**src/rtl/vram_fetcher.sv**
```systemverilog
// vram_fetcher: bank-1 VRAM read initiator fetching bitmap + attribute per cell.
// Optional VRAM_FETCH_ATTR_CACHE_EN skips the attribute read on a repeat address.
module vram_fetcher #(
    parameter int ACCESS_CYCLES = 6,
    parameter int GAP_CYCLES    = 1
) (
    input  logic        clk,
    input  logic        rst_n,
    input  logic        start,
    input  logic [4:0]  col,
    input  logic [7:0]  line,
    output logic        busy,
    output logic        done,
    output logic [7:0]  bitmap,
    output logic [7:0]  attr,
    output logic [15:0] a,
    output logic        cs_n,
    output logic        oe_n,
    output logic        we_n,
    input  logic [7:0]  din
);

    typedef enum logic [2:0] {IDLE, BMP, GAP, ATT, END} state_t;

    localparam logic [3:0] AC_LAST = 4'(ACCESS_CYCLES - 1);
    localparam logic [3:0] GC_LAST = 4'(GAP_CYCLES - 1);

    state_t      state_q, state_d;
    logic [3:0]  cnt_q, cnt_d;
    logic [4:0]  col_q, col_d;
    logic [7:0]  line_q, line_d;
    logic        strobe_d;
    logic [15:0] a_d;
    logic [7:0]  bitmap_d, attr_d;
    logic        done_d, busy_d;
    logic [15:0] bmp_addr, att_addr;
    logic        hit;

    assign we_n     = 1'b1;
    assign bmp_addr = {3'b010, line[7:6], line[2:0], line[5:3], col};
    assign att_addr = 16'h5800 + {6'b0, line_q[7:3], col_q};

`ifdef VRAM_FETCH_ATTR_CACHE_EN
    logic [15:0] cache_addr_q;
    logic        cache_vld_q;

    // a holds the attribute address throughout GAP, so compare against it
    assign hit = cache_vld_q && (cache_addr_q == a);

    // Remember the attribute address of every completed ATT access
    always_ff @(posedge clk or negedge rst_n) begin
        if (!rst_n) begin
            cache_addr_q <= 16'h0000;
            cache_vld_q  <= 1'b0;
        end else if (state_q == ATT && cnt_q == AC_LAST) begin
            cache_addr_q <= a;
            cache_vld_q  <= 1'b1;
        end
    end
`else
    assign hit = 1'b0;
`endif

    // Next-state, counter and next-output values for the fetch sequence
    always_comb begin
        state_d  = state_q;
        cnt_d    = cnt_q;
        col_d    = col_q;
        line_d   = line_q;
        strobe_d = cs_n;
        a_d      = a;
        bitmap_d = bitmap;
        attr_d   = attr;
        done_d   = 1'b0;
        unique case (state_q)
            IDLE: begin
                if (start) begin
                    col_d    = col;
                    line_d   = line;
                    a_d      = bmp_addr;
                    strobe_d = 1'b0;
                    cnt_d    = 4'd0;
                    state_d  = BMP;
                end
            end
            BMP: begin
                if (cnt_q == AC_LAST) begin
                    bitmap_d = din;
                    strobe_d = 1'b1;
                    a_d      = att_addr;
                    cnt_d    = 4'd0;
                    state_d  = GAP;
                end else begin
                    cnt_d = cnt_q + 4'd1;
                end
            end
            GAP: begin
                if (cnt_q == GC_LAST) begin
                    cnt_d = 4'd0;
                    if (hit) begin
                        state_d = END;
                        done_d  = (GC_LAST == 4'd0);
                    end else begin
                        strobe_d = 1'b0;
                        state_d  = ATT;
                    end
                end else begin
                    cnt_d = cnt_q + 4'd1;
                end
            end
            ATT: begin
                if (cnt_q == AC_LAST) begin
                    attr_d   = din;
                    strobe_d = 1'b1;
                    cnt_d    = 4'd0;
                    state_d  = END;
                    done_d   = (GC_LAST == 4'd0);
                end else begin
                    cnt_d = cnt_q + 4'd1;
                end
            end
            END: begin
                if (cnt_q == GC_LAST) begin
                    cnt_d   = 4'd0;
                    state_d = IDLE;
                end else begin
                    cnt_d  = cnt_q + 4'd1;
                    done_d = ((cnt_q + 4'd1) == GC_LAST);
                end
            end
            default: begin
                strobe_d = 1'b1;
                cnt_d    = 4'd0;
                state_d  = IDLE;
            end
        endcase
        busy_d = (state_d != IDLE);
    end

    // State register and registered bus/status outputs
    always_ff @(posedge clk or negedge rst_n) begin
        if (!rst_n) begin
            state_q <= IDLE;
            cnt_q   <= 4'd0;
            col_q   <= 5'd0;
            line_q  <= 8'd0;
            cs_n    <= 1'b1;
            oe_n    <= 1'b1;
            a       <= 16'h0000;
            bitmap  <= 8'h00;
            attr    <= 8'h00;
            done    <= 1'b0;
            busy    <= 1'b0;
        end else begin
            state_q <= state_d;
            cnt_q   <= cnt_d;
            col_q   <= col_d;
            line_q  <= line_d;
            cs_n    <= strobe_d;
            oe_n    <= strobe_d;
            a       <= a_d;
            bitmap  <= bitmap_d;
            attr    <= attr_d;
            done    <= done_d;
            busy    <= busy_d;
        end
    end

endmodule

```
**config.mk**
```make
export PLATFORM = sky130hd
export DESIGN_NAME = vram_fetcher
export DESIGN_NICKNAME = d
export VERILOG_FILES = /design/src/rtl/vram_fetcher.sv
export SDC_FILE = /design/constraint.sdc
export NUM_CORES = 1
export LEC_CHECK = 0
export ABC_AREA = 1
export CORE_ASPECT_RATIO = 1.75
export CORE_MARGIN = 2
export CORE_UTILIZATION = 52
export CTS_CLUSTER_SIZE = 14
export DETAILED_ROUTE_END_ITERATION = 10
export PLACE_DENSITY = 0.94
export SLEW_MARGIN = 20
export SYNTH_ARGS = -nofsm -noshare
export SYNTH_HDL_FRONTEND = slang
export SYNTH_SLANG_ARGS = --single-unit
```
**constraint.sdc**
```tcl
create_clock -name clk -period 4 [get_ports clk]
set_input_delay 0.4 -clock clk [delete_from_list [all_inputs] [get_ports clk]]
set_output_delay 0.4 -clock clk [all_outputs]
set_load 0.05 [all_outputs]
```
Word level (Yosys, flattened, before mapping):

Cells that the tools add are included.

* reduce and logical (&&, ||, !) cells: 12
* bitwise logic cells: 1
* $add $sub $neg: 2
* muxes and demuxes: 20
* equality and inequality tests: 9

Operators with widths (number)
* 16-bit 2-to-1 mux: 2
* 16-bit case mux with 2 select lines: 1
* 15-bit by 10-bit adder with 16-bit output (first input constant): 1
* 3-bit 2-to-1 mux: 5
* 3-bit case mux with 5 select lines: 1
* 4-bit 2-to-1 mux: 3
* 4-bit case mux with 3 select lines: 1
* 4-bit zero test: 2
* 3-bit by 2-bit == test with 1-bit output (second input constant): 2
* 2-bit != test (second input constant): 3
* 2-bit AND reduction: 3
* 1-bit 2-to-1 mux: 5
* 4-bit by 1-bit adder with 4-bit output (second input constant): 1
* 4-bit by 3-bit == test with 1-bit output (second input constant): 1
* 1-bit case mux with 4 select lines: 1
* 4-bit AND reduction: 1
* 2-bit OR reduction: 2
* 3-bit by 1-bit == test with 1-bit output (second input constant): 1
* 3-bit == test (second input constant): 1
* 3-bit zero test: 1
* 3-bit AND reduction: 1
* 3-bit nonzero test: 1
* 2-bit by 1-bit != test with 1-bit output (second input constant): 1
* 1-bit case mux with 2 select lines: 1
* other kinds (2): 2

* input port bits: 24
* register bits after elaboration: 55
* word-level logic and storage cells: 54
* output and inout port bits: 37

Longest topological paths before layout:

Gate-level depths: netlist (run 1).

* depth after elaboration: 4
* gate-level depth with buffers: 10
* depth with buffers taken out: 9

Worst setup path after synthesis (run 1):

Ideal clock, no wire load.

* kind: reg2reg
* start: register cnt_q[1]
* end: register a[0]
* period minus slack after synthesis: 1.425 ns
* library setup time: 0.119 ns
* slack: 2.575 ns
* data required time: 3.881 ns
* path buffers: 1
* cell stages (with the launch flop): 11
* arrival: 1.306 ns
* path through: dfrtp_1 inv_1 ha_1 nand2_2 nor2_4 nand3_4 nand2_4 inv_2 buf_6 nand2_1 nand2_1

* longest elaborated chain between the ends: 3

Ends and longest elaborated chain
* start, declared: RTL line 29 `logic [3:0] cnt_q, cnt_d;`
* start signal, assigned: RTL line 156 `cnt_q <= cnt_d;`
* 4-bit by 3-bit == test with 1-bit output: RTL line 87 `if (cnt_q == AC_LAST) begin`
* 2-bit != test (no line)
* 3-bit AND reduction (no line)
* end signal, assigned: RTL line 149 `a <= 16'h0000;`
* end signal, assigned: RTL line 161 `a <= a_d;`
* end, declared: RTL line 16 `output logic [15:0] a,`

Every way passes these cells.
A chain may end at the register's enable or synchronous reset.

==> Flow_metrics.wiki, run 1 <==
{| class="wikitable"
! Metric !! Value
|-
| Outcome || complete, no violations
|-
| Ports placed on the boundary || 61
|-
| Number of buffers inserted by post-CTS setup repair || 0
|-
| Number of cell instances on the worst register-to-register path || 9
|-
| Timing endpoint of the critical path || cs_n
|-
| Warnings from Yosys || 0
|-
| Pin count of the biggest net entering global routing || 51
|-
| Maximum level of the CTS H-tree || 2
|-
| Hold-fix buffer count after cts || 0
|-
| Commonest cells post-synth || 98 x sky130_fd_sc_hd__nand2_1, 49 x sky130_fd_sc_hd__dfrtp_1, 30 x sky130_fd_sc_hd__o21ai_0, 29 x sky130_fd_sc_hd__inv_1, 15 x sky130_fd_sc_hd__nor2_1
|-
| VDD IR-drop max || 624 uV
|-
| Diodes inserted || 0
|-
| Slowest CP cell || sky130_fd_sc_hd__clkdlybuf4s50_1
|-
| Leakage power figure || 0.00149 uW
|-
| Total length of routed met2 wires || 2.80 mm
|-
| Vias/cell || 5.08
|-
| Category of the critical setup timing path || reg -> out
|-
| Power, Total || 2700 uW
|-
| Number of buffer cells added on primary ports || 57
|-
| EDFF count, synth || 0
|-
| Root cell of the clock tree || sky130_fd_sc_hd__clkbuf_8
|-
| Post-layout utilization of the core || 69.1%
|-
| Worst slew pin tran || 0.611 ns
|-
| # rows || 32
|-
| Max-slew headroom || 59.3%
|-
| Unrepaired setup endpoints after global routing || no
|-
| Top-area cell type share of the netlist area || 53.0%
|-
| Cell with the most instances after synthesis || sky130_fd_sc_hd__nand2_1
|-
| Detailed Route WL || 4.97 mm
|-
| Clk sink count || 50
|-
| Number of global-route vias before repair || 1874
|-
| NumNets Final || 356
|-
| Clock Latency Late Sink || 0.30 ns
|-
| Post-CTS clock slew at the launch and capture registers of the worst setup and hold paths || 0.09 ns
|-
| Number of cells on the critical path || 1
|-
| Number of antenna violations at the first check in global routing || 0
|-
| Net switching power || 1300 uW
|-
| Total clock buffers created by CTS || 5
|-
| Leading post-synthesis cells by cell area || sky130_fd_sc_hd__dfrtp_1 53%, sky130_fd_sc_hd__nand2_1 16%, sky130_fd_sc_hd__o21ai_0 6.5%, sky130_fd_sc_hd__inv_1 4.7%, sky130_fd_sc_hd__nand3_1 3.0%
|-
| Achievable clock frequency || 488 MHz
|-
| Area of the die || 5020 sq um
|-
| Min cycle time layout || 2.05 ns
|-
| Required time at the endpoint of the critical path || 3.60 ns
|-
| Relative contribution of the clock network to total power || 13.9%
|-
| Sum of overflow across all layers after global routing || 0
|-
| Number of endpoints with negative hold slack in the final report || 0
|-
| Crit path buffers/inverters || 1
|-
| Vert. Die Dim || 92.3 um
|-
| Critical path startpoint category || flop
|-
| Flops & latches, synth || 50
|-
| Seq pwr share || 32.3%
|-
| Path category of the worst min-delay check || in -> async
|-
| Distinct cell type count of the synthesized netlist || 24
|-
| Fillcell total || 306
|-
| Post-Synthesis Mean Instance Area || 8.45 sq um
|-
| Cell type group with the largest total delay on the critical path || buffers and inverters
|-
| Detail Route Antenna Nets || 0
|-
| Ordered list of cells on the worst path || clkdlybuf4s50_1
|-
| Topmost layer with routed signal wires || met4
|-
| Number of standard cells after synthesis || 274
|-
| Number of iterations in the first detailed-routing pass || 4
|-
| Largest area contributor in the synthesized netlist || sky130_fd_sc_hd__dfrtp_1
|-
| Die Wd || 54.4 um
|-
| Drt first-iter violations || 41
|-
| Logic gate share of total power || 53.8%
|-
| Reg-to-reg endpoint || a[5]
|-
| Total power divided by cell area || 902 nW/um^2
|-
| Internal power || 1390 uW
|-
| Initial core utilization || 53.5%
|-
| Nature of the critical path endpoint || primary output
|-
| Synthesis-to-finish area growth || 29.1%
|-
| Resized cells post-CTS || 0
|-
| Weighted congestion reported at the end of routability-driven placement || 0.760
|-
| Residual DRC count || 0
|-
| Slack of the worst reg-to-reg path || 2.27 ns
|-
| Critical register-to-register path startpoint || cnt_q[1]
|-
| Net Sw Frac || 48.3%
|-
| Crit path launch || oe_n
|-
| Share of final-layout standard cells stronger than drive strength 1 || 7.60%
|-
| Ys async rst share || 100%
|-
| Cell area after layout || 2990 sq um
|-
| HPWL after detailed placement || 3.62 mm
|-
| Standard cell area after detailed placement || 2860 sq um
|-
| WL met1 || 1.78 mm
|-
| Post-route fraction of the period consumed by the critical path || 51.2%
|-
| CTS tree || built
|-
| Vias after detailed routing || 1929
|-
| Cell area after technology mapping || 2310 sq um
|-
| Worst-path maximum fanout || 3
|-
| Setup TNS Final || 0 ns
|-
| Met3 routed WL || 222 um
|-
| Maxcap violations || 0
|-
| WL/cell || 13.1 um
|-
| CP Data Arrival Time || 1.65 ns
|-
| Area inside the core boundary || 4320 sq um
|-
| Largest clock skew in the final design || 0.0116 ns
|-
| First-pass GRT wire length || 7.89 mm
|-
| Most used flip-flop cell after synthesis || sky130_fd_sc_hd__dfrtp_1
|-
| Number of buffers on the longest clock path || 2
|-
| Largest stage delay on the critical path || 0.81 ns
|-
| Overall routing resource usage || 21.5%
|-
| Count of pins over their slew limit || 0
|-
| Sequential fraction of the synthesis area || 54.1%
|-
| # setup viols final || 0
|}
==> kinds of logic after synthesis <==
logic type	share of synthesized area (%)
xor+xnor	0.757
compound gates	7.57
other cells	0.324
simple gates	26.2
flops	54.1
fa+ha+maj	2.16
buf+inv	8.92
==> per-layer routing <==
layer	vias up	global-route usage [%]
met5	-	0
met1	912	21.7
met3	17	5.54
li1	936	-
met4	0	9.58
met2	64	38.7
==> worst min path at each step <==
stage | to | slack, ns | cells past startpoint
2_1_floorplan | a[0] | 0.10 | 0
3_3_place_gp | a[1] | 0.45 | 2
3_5_place_dp | a[10] | 0.46 | 2
4_1_cts | a[2] | 0.32 | 1
5_1_grt | a[2] | 0.14 | 1
6_report | col_q[4] | 0.10 | 1
==> cell type report <==
type	count	area, sq um	share of cell area (%)
Clock buffer	6	82.6	2.76
Inverter	32	123	4.10
Clock inverter	2	38.8	1.30
Sequential cell	50	1250	41.9
Multi-Input combinational cell	182	860	28.8
Tap cell	51	63.8	2.14
Timing Repair Buffer	57	568	19.0
==> state kept, by name (all words and copies together) (netlist names) <==
register and flops:
cnt_q 4, state_q 3, bitmap 8, busy 1
col_q 5, done 1, attr 8, oe_n 1
a 14, line_q 5
==> metrics by stage <==
stage | std cells | worst slack (ns) | hold slack [ns]
floorplan | 275 | 2.57 | 0.104
global placement | 372 | 2.19 | 0.454
detailed placement | 372 | 2.15 | 0.458
CTS | 380 | 1.94 | 0.325
global route | 380 | 1.91 | 0.143
finish | 380 | 1.95 | 0.102
==> cell usage in the layout, fill, tap and decap left out, drive strengths merged, types with 2 or more instances in the layout <==
cell type and n:
conb 3, xor2 2, inv 33, a21oi 2
nand3 15, ha 4, dfrtp 49, nor2 20
nand2 103, clkdlybuf4s50 56, o21ai 30, clkbuf 6
==> power by group through the flow <==
| stage | clock [uW] | sequential [uW] | combinational (uW) |
|---|---|---|---|
| finish | 374 | 871 | 1450 |
| detailed placement | 0 | 879 | 1440 |
| CTS | 380 | 871 | 1460 |
| global placement | 0 | 872 | 1400 |
| floorplan | 0 | 1380 | 504 |
| global route | 409 | 898 | 1560 |
Power figures use the tool's default switching activity.
==> run 2: changes to the inputs <==
--- a/config.mk
+++ b/config.mk
@@ -8,10 +8,10 @@
 export ABC_AREA = 1
 export CORE_ASPECT_RATIO = 1.75
 export CORE_MARGIN = 2
-export CORE_UTILIZATION = 52
+export CORE_UTILIZATION = 43
 export CTS_CLUSTER_SIZE = 14
 export DETAILED_ROUTE_END_ITERATION = 10
-export PLACE_DENSITY = 0.94
+export PLACE_DENSITY = 0.84
 export SLEW_MARGIN = 20
 export SYNTH_ARGS = -nofsm -noshare
 export SYNTH_HDL_FRONTEND = slang
==> constraint.sdc (replaced) <==
create_clock -name clk -period 1.8 [get_ports clk]
set_input_delay 0.18 -clock clk [delete_from_list [all_inputs] [get_ports clk]]
set_output_delay 0.18 -clock clk [all_outputs]
set_load 0.05 [all_outputs]
==> run 2 against run 1 <==
Net effect:
- utilization shrank 11 points
- via count shrank 0.41%
- flip-flop and latch count is the same
- global-route usage shrank 2.7 points
- largest cell class unchanged
- first-iteration DRC count grew 100%
- sequential power grew 120%
- largest power group unchanged
- non-clock buffer count grew 4
==> Flow_metrics.wiki, run 2 (same netlist as run 1, synthesis figures left out) <==
{| class="wikitable"
! Metric !! Value
|-
| Outcome || complete, no violations (unchanged)
|-
| Hold-fix buffer count after cts || 1 (was 0)
|-
| Maxcap violations || 0 (unchanged)
|-
| Number of buffers inserted by post-CTS setup repair || 0 (unchanged)
|-
| Total power divided by cell area || 1980 nW/um^2 (was 902 nW/um^2)
|-
| Fillcell total || 442 (was 306)
|-
| # setup viols final || 0 (unchanged)
|-
| # rows || 35 (was 32)
|-
| Worst-path maximum fanout || 2 (was 3)
|-
| VDD IR-drop max || 1160 uV (was 624 uV)
|-
| Number of endpoints with negative hold slack in the final report || 0 (unchanged)
|-
| Path category of the worst min-delay check || in -> async (unchanged)
|-
| Biggest register || a (unchanged)
|-
| Maximum level of the CTS H-tree || 2 (unchanged)
|-
| Min cycle time layout || 1.69 ns
|-
| Post-route fraction of the period consumed by the critical path || 93.6%
|-
| Detailed Route WL || 5.09 mm (was 4.97 mm)
|-
| Largest clock skew in the final design || 0.00719 ns (was 0.0116 ns)
|-
| Achievable clock frequency || 593 MHz
|-
| Number of global-route vias before repair || 1963 (was 1874)
|-
| Slowest CP cell || sky130_fd_sc_hd__clkdlybuf4s50_1 (unchanged)
|-
| Leakage power figure || 0.00151 uW (was 0.00149 uW)
|-
| Area of the die || 6010 sq um (was 5020 sq um)
|-
| Count of non-filler cells in the finished layout || 388 (was 380)
|-
| NumNets Final || 360 (was 356)
|-
| Overall routing resource usage || 18.8% (was 21.5%)
|-
| Setup TNS Final || 0 ns (unchanged)
|-
| Share of final-layout standard cells stronger than drive strength 1 || 9.01% (was 7.60%)
|-
| Clock Latency Late Sink || 0.30 ns (about the same)
|-
| Nature of the critical path endpoint || primary output (unchanged)
|-
| Cell type group with the largest total delay on the critical path || buffers and inverters (unchanged)
|-
| Synthesis-to-finish area growth || 30.9% (was 29.1%)
|-
| Area inside the core boundary || 5210 sq um (was 4320 sq um)
|-
| First-pass GRT wire length || 8.54 mm (was 7.89 mm)
|-
| Critical register-to-register path startpoint || cnt_q[1] (unchanged)
|-
| Count of pins over their slew limit || 0 (unchanged)
|-
| Number of buffer cells added on primary ports || 57 (unchanged)
|-
| Root cell of the clock tree || sky130_fd_sc_hd__clkbuf_8 (unchanged)
|-
| Standard cell area after detailed placement || 2900 sq um (was 2860 sq um)
|-
| Max-slew headroom || 63.9% (was 59.3%)
|-
| Largest stage delay on the critical path || 0.81 ns (about the same)
|-
| Power, Total || 6000 uW (was 2700 uW)
|-
| Die Wd || 59.5 um (was 54.4 um)
|-
| Area used by multi-input combinational logic || 860 sq um (unchanged)
|-
| Placed instance count || 379 (was 372)
|-
| Unrepaired setup endpoints after global routing || no (unchanged)
|-
| Number of cell instances on the worst register-to-register path || 9 (unchanged)
|-
| Reg-to-reg endpoint || busy (was a[5])
|-
| WL/cell || 13.1 um (about the same)
|-
| Pin count of the biggest net entering global routing || 31 (was 51)
|-
| Ports placed on the boundary || 61 (unchanged)
|-
| Vias after detailed routing || 1921 (was 1929)
|-
| Ordered list of cells on the worst path || clkdlybuf4s50_1 (unchanged)
|-
| Most frequent cells in the layout || 98 x sky130_fd_sc_hd__nand2_1, 54 x sky130_fd_sc_hd__clkdlybuf4s50_1, 49 x sky130_fd_sc_hd__dfrtp_1, 30 x sky130_fd_sc_hd__o21ai_0, 29 x sky130_fd_sc_hd__inv_1 (was 98 x sky130_fd_sc_hd__nand2_1, 56 x sky130_fd_sc_hd__clkdlybuf4s50_1, 49 x sky130_fd_sc_hd__dfrtp_1, 30 x sky130_fd_sc_hd__o21ai_0, 29 x sky130_fd_sc_hd__inv_1)
|-
| Clk sink count || 50 (unchanged)
|-
| Worst slew pin tran || 0.540 ns (was 0.611 ns)
|-
| Crit path buffers/inverters || 1 (unchanged)
|-
| Category of the critical setup timing path || reg -> out (unchanged)
|-
| Vias/cell || 4.95 (was 5.08)
|-
| HPWL after detailed placement || 3.79 mm (was 3.62 mm)
|-
| Post-CTS clock slew at the launch and capture registers of the worst setup and hold paths || 0.09 ns (about the same)
|-
| Sum of overflow across all layers after global routing || 0 (unchanged)
|-
| Diodes inserted || 0 (unchanged)
|-
| Vert. Die Dim || 101 um (was 92.3 um)
|-
| Weighted congestion reported at the end of routability-driven placement || 0.834 (was 0.760)
|-
| Number of buffers on the longest clock path || 2 (unchanged)
|-
| Flip-flop count of the largest register, all copies and words added || 14 (unchanged)
|-
| Residual DRC count || 0 (unchanged)
|-
| Drt first-iter violations || 82 (was 41)
|-
| Total clock buffers created by CTS || 5 (unchanged)
|-
| Required time at the endpoint of the critical path || 1.62 ns (was 3.60 ns)
|-
| Resized cells post-CTS || 0 (unchanged)
|-
| Total area of sequential cells || 1250 sq um (unchanged)
|-
| Slack of the worst reg-to-reg path || 0.24 ns (was 2.27 ns)
|-
| Most common cell after layout, fill and taps aside || sky130_fd_sc_hd__nand2_1 (unchanged)
|-
| CTS tree || built (unchanged)
|-
| CP Data Arrival Time || 1.51 ns (was 1.65 ns)
|-
| Initial core utilization || 44.4% (was 53.5%)
|-
| Number of antenna violations at the first check in global routing || 0 (unchanged)
|-
| Number of iterations in the first detailed-routing pass || 4 (unchanged)
|-
| Critical path startpoint category || flop (unchanged)
|-
| Detail Route Antenna Nets || 0 (unchanged)
|-
| Leading registers by flop count || a: 14 flops, attr: 8 flops, bitmap: 8 flops (unchanged)
|-
| Cell area after layout || 3030 sq um (was 2990 sq um)
|}
[run 2: layer usage]
layer / share of wire, % / GRT usage (%) / vias up
li1: - / - / 951
met1: 36 / 18.5 / 895
met2: 57 / 35.0 / 58
met3: 3.8 / 3.72 / 17
met4: 3.7 / 9.79 / 0
met5: 0 / 0 / -
[run 2: worst max-delay path by stage]
stage / start / endpoint / slack [ns] / cells past startpoint
6_report: a[3] / a[3] / 0.11 / 1
5_1_grt: attr[5] / attr[5] / 0.06 / 1
4_1_cts: busy / busy / 0.08 / 1
3_5_place_dp: cnt_q[1] / busy / 0.25 / 8
3_3_place_gp: cnt_q[0] / busy / 0.30 / 7
2_1_floorplan: cnt_q[1] / a[0] / 0.37 / 10
[run 2: area by class of cell]
cell class                 instances  share of cell area, %
timing repair buffer              61                   20.0
inverter                          32                   4.05
tap                               55                   2.27
sequential                        50                   41.3
clock inverter                     2                   1.28
clock buffer                       6                   2.73
multi-input combinational        182                   28.4
[run 2: stage by stage]
step                hold WS [ns]  util [%]  worst slack (ns)
global placement           0.163      55.6             0.304
finish                     0.361      58.2             0.115
CTS                        0.375      58.2            0.0847
floorplan                 -0.116         -             0.375
global route               0.391      58.2            0.0599
detailed placement         0.174      55.6             0.249
[run 2: power by group]
| part | switching (uW) | total, uW | internal [uW] |
|---|---|---|---|
| registers | 325 | 1950 | 1620 |
| clock network | 383 | 840 | 457 |
| logic | 2190 | 3210 | 1020 |
| total | 2900 | 6000 | 3100 |
==> run 3: changes to the inputs <==
--- a/config.mk
+++ b/config.mk
@@ -16,3 +16,4 @@
 export SYNTH_ARGS = -nofsm -noshare
 export SYNTH_HDL_FRONTEND = slang
 export SYNTH_SLANG_ARGS = --single-unit
+export TNS_END_PERCENT = 1
==> results of run 3 <==
No change in the layout: final DEF, timing and power equal those of run 2.
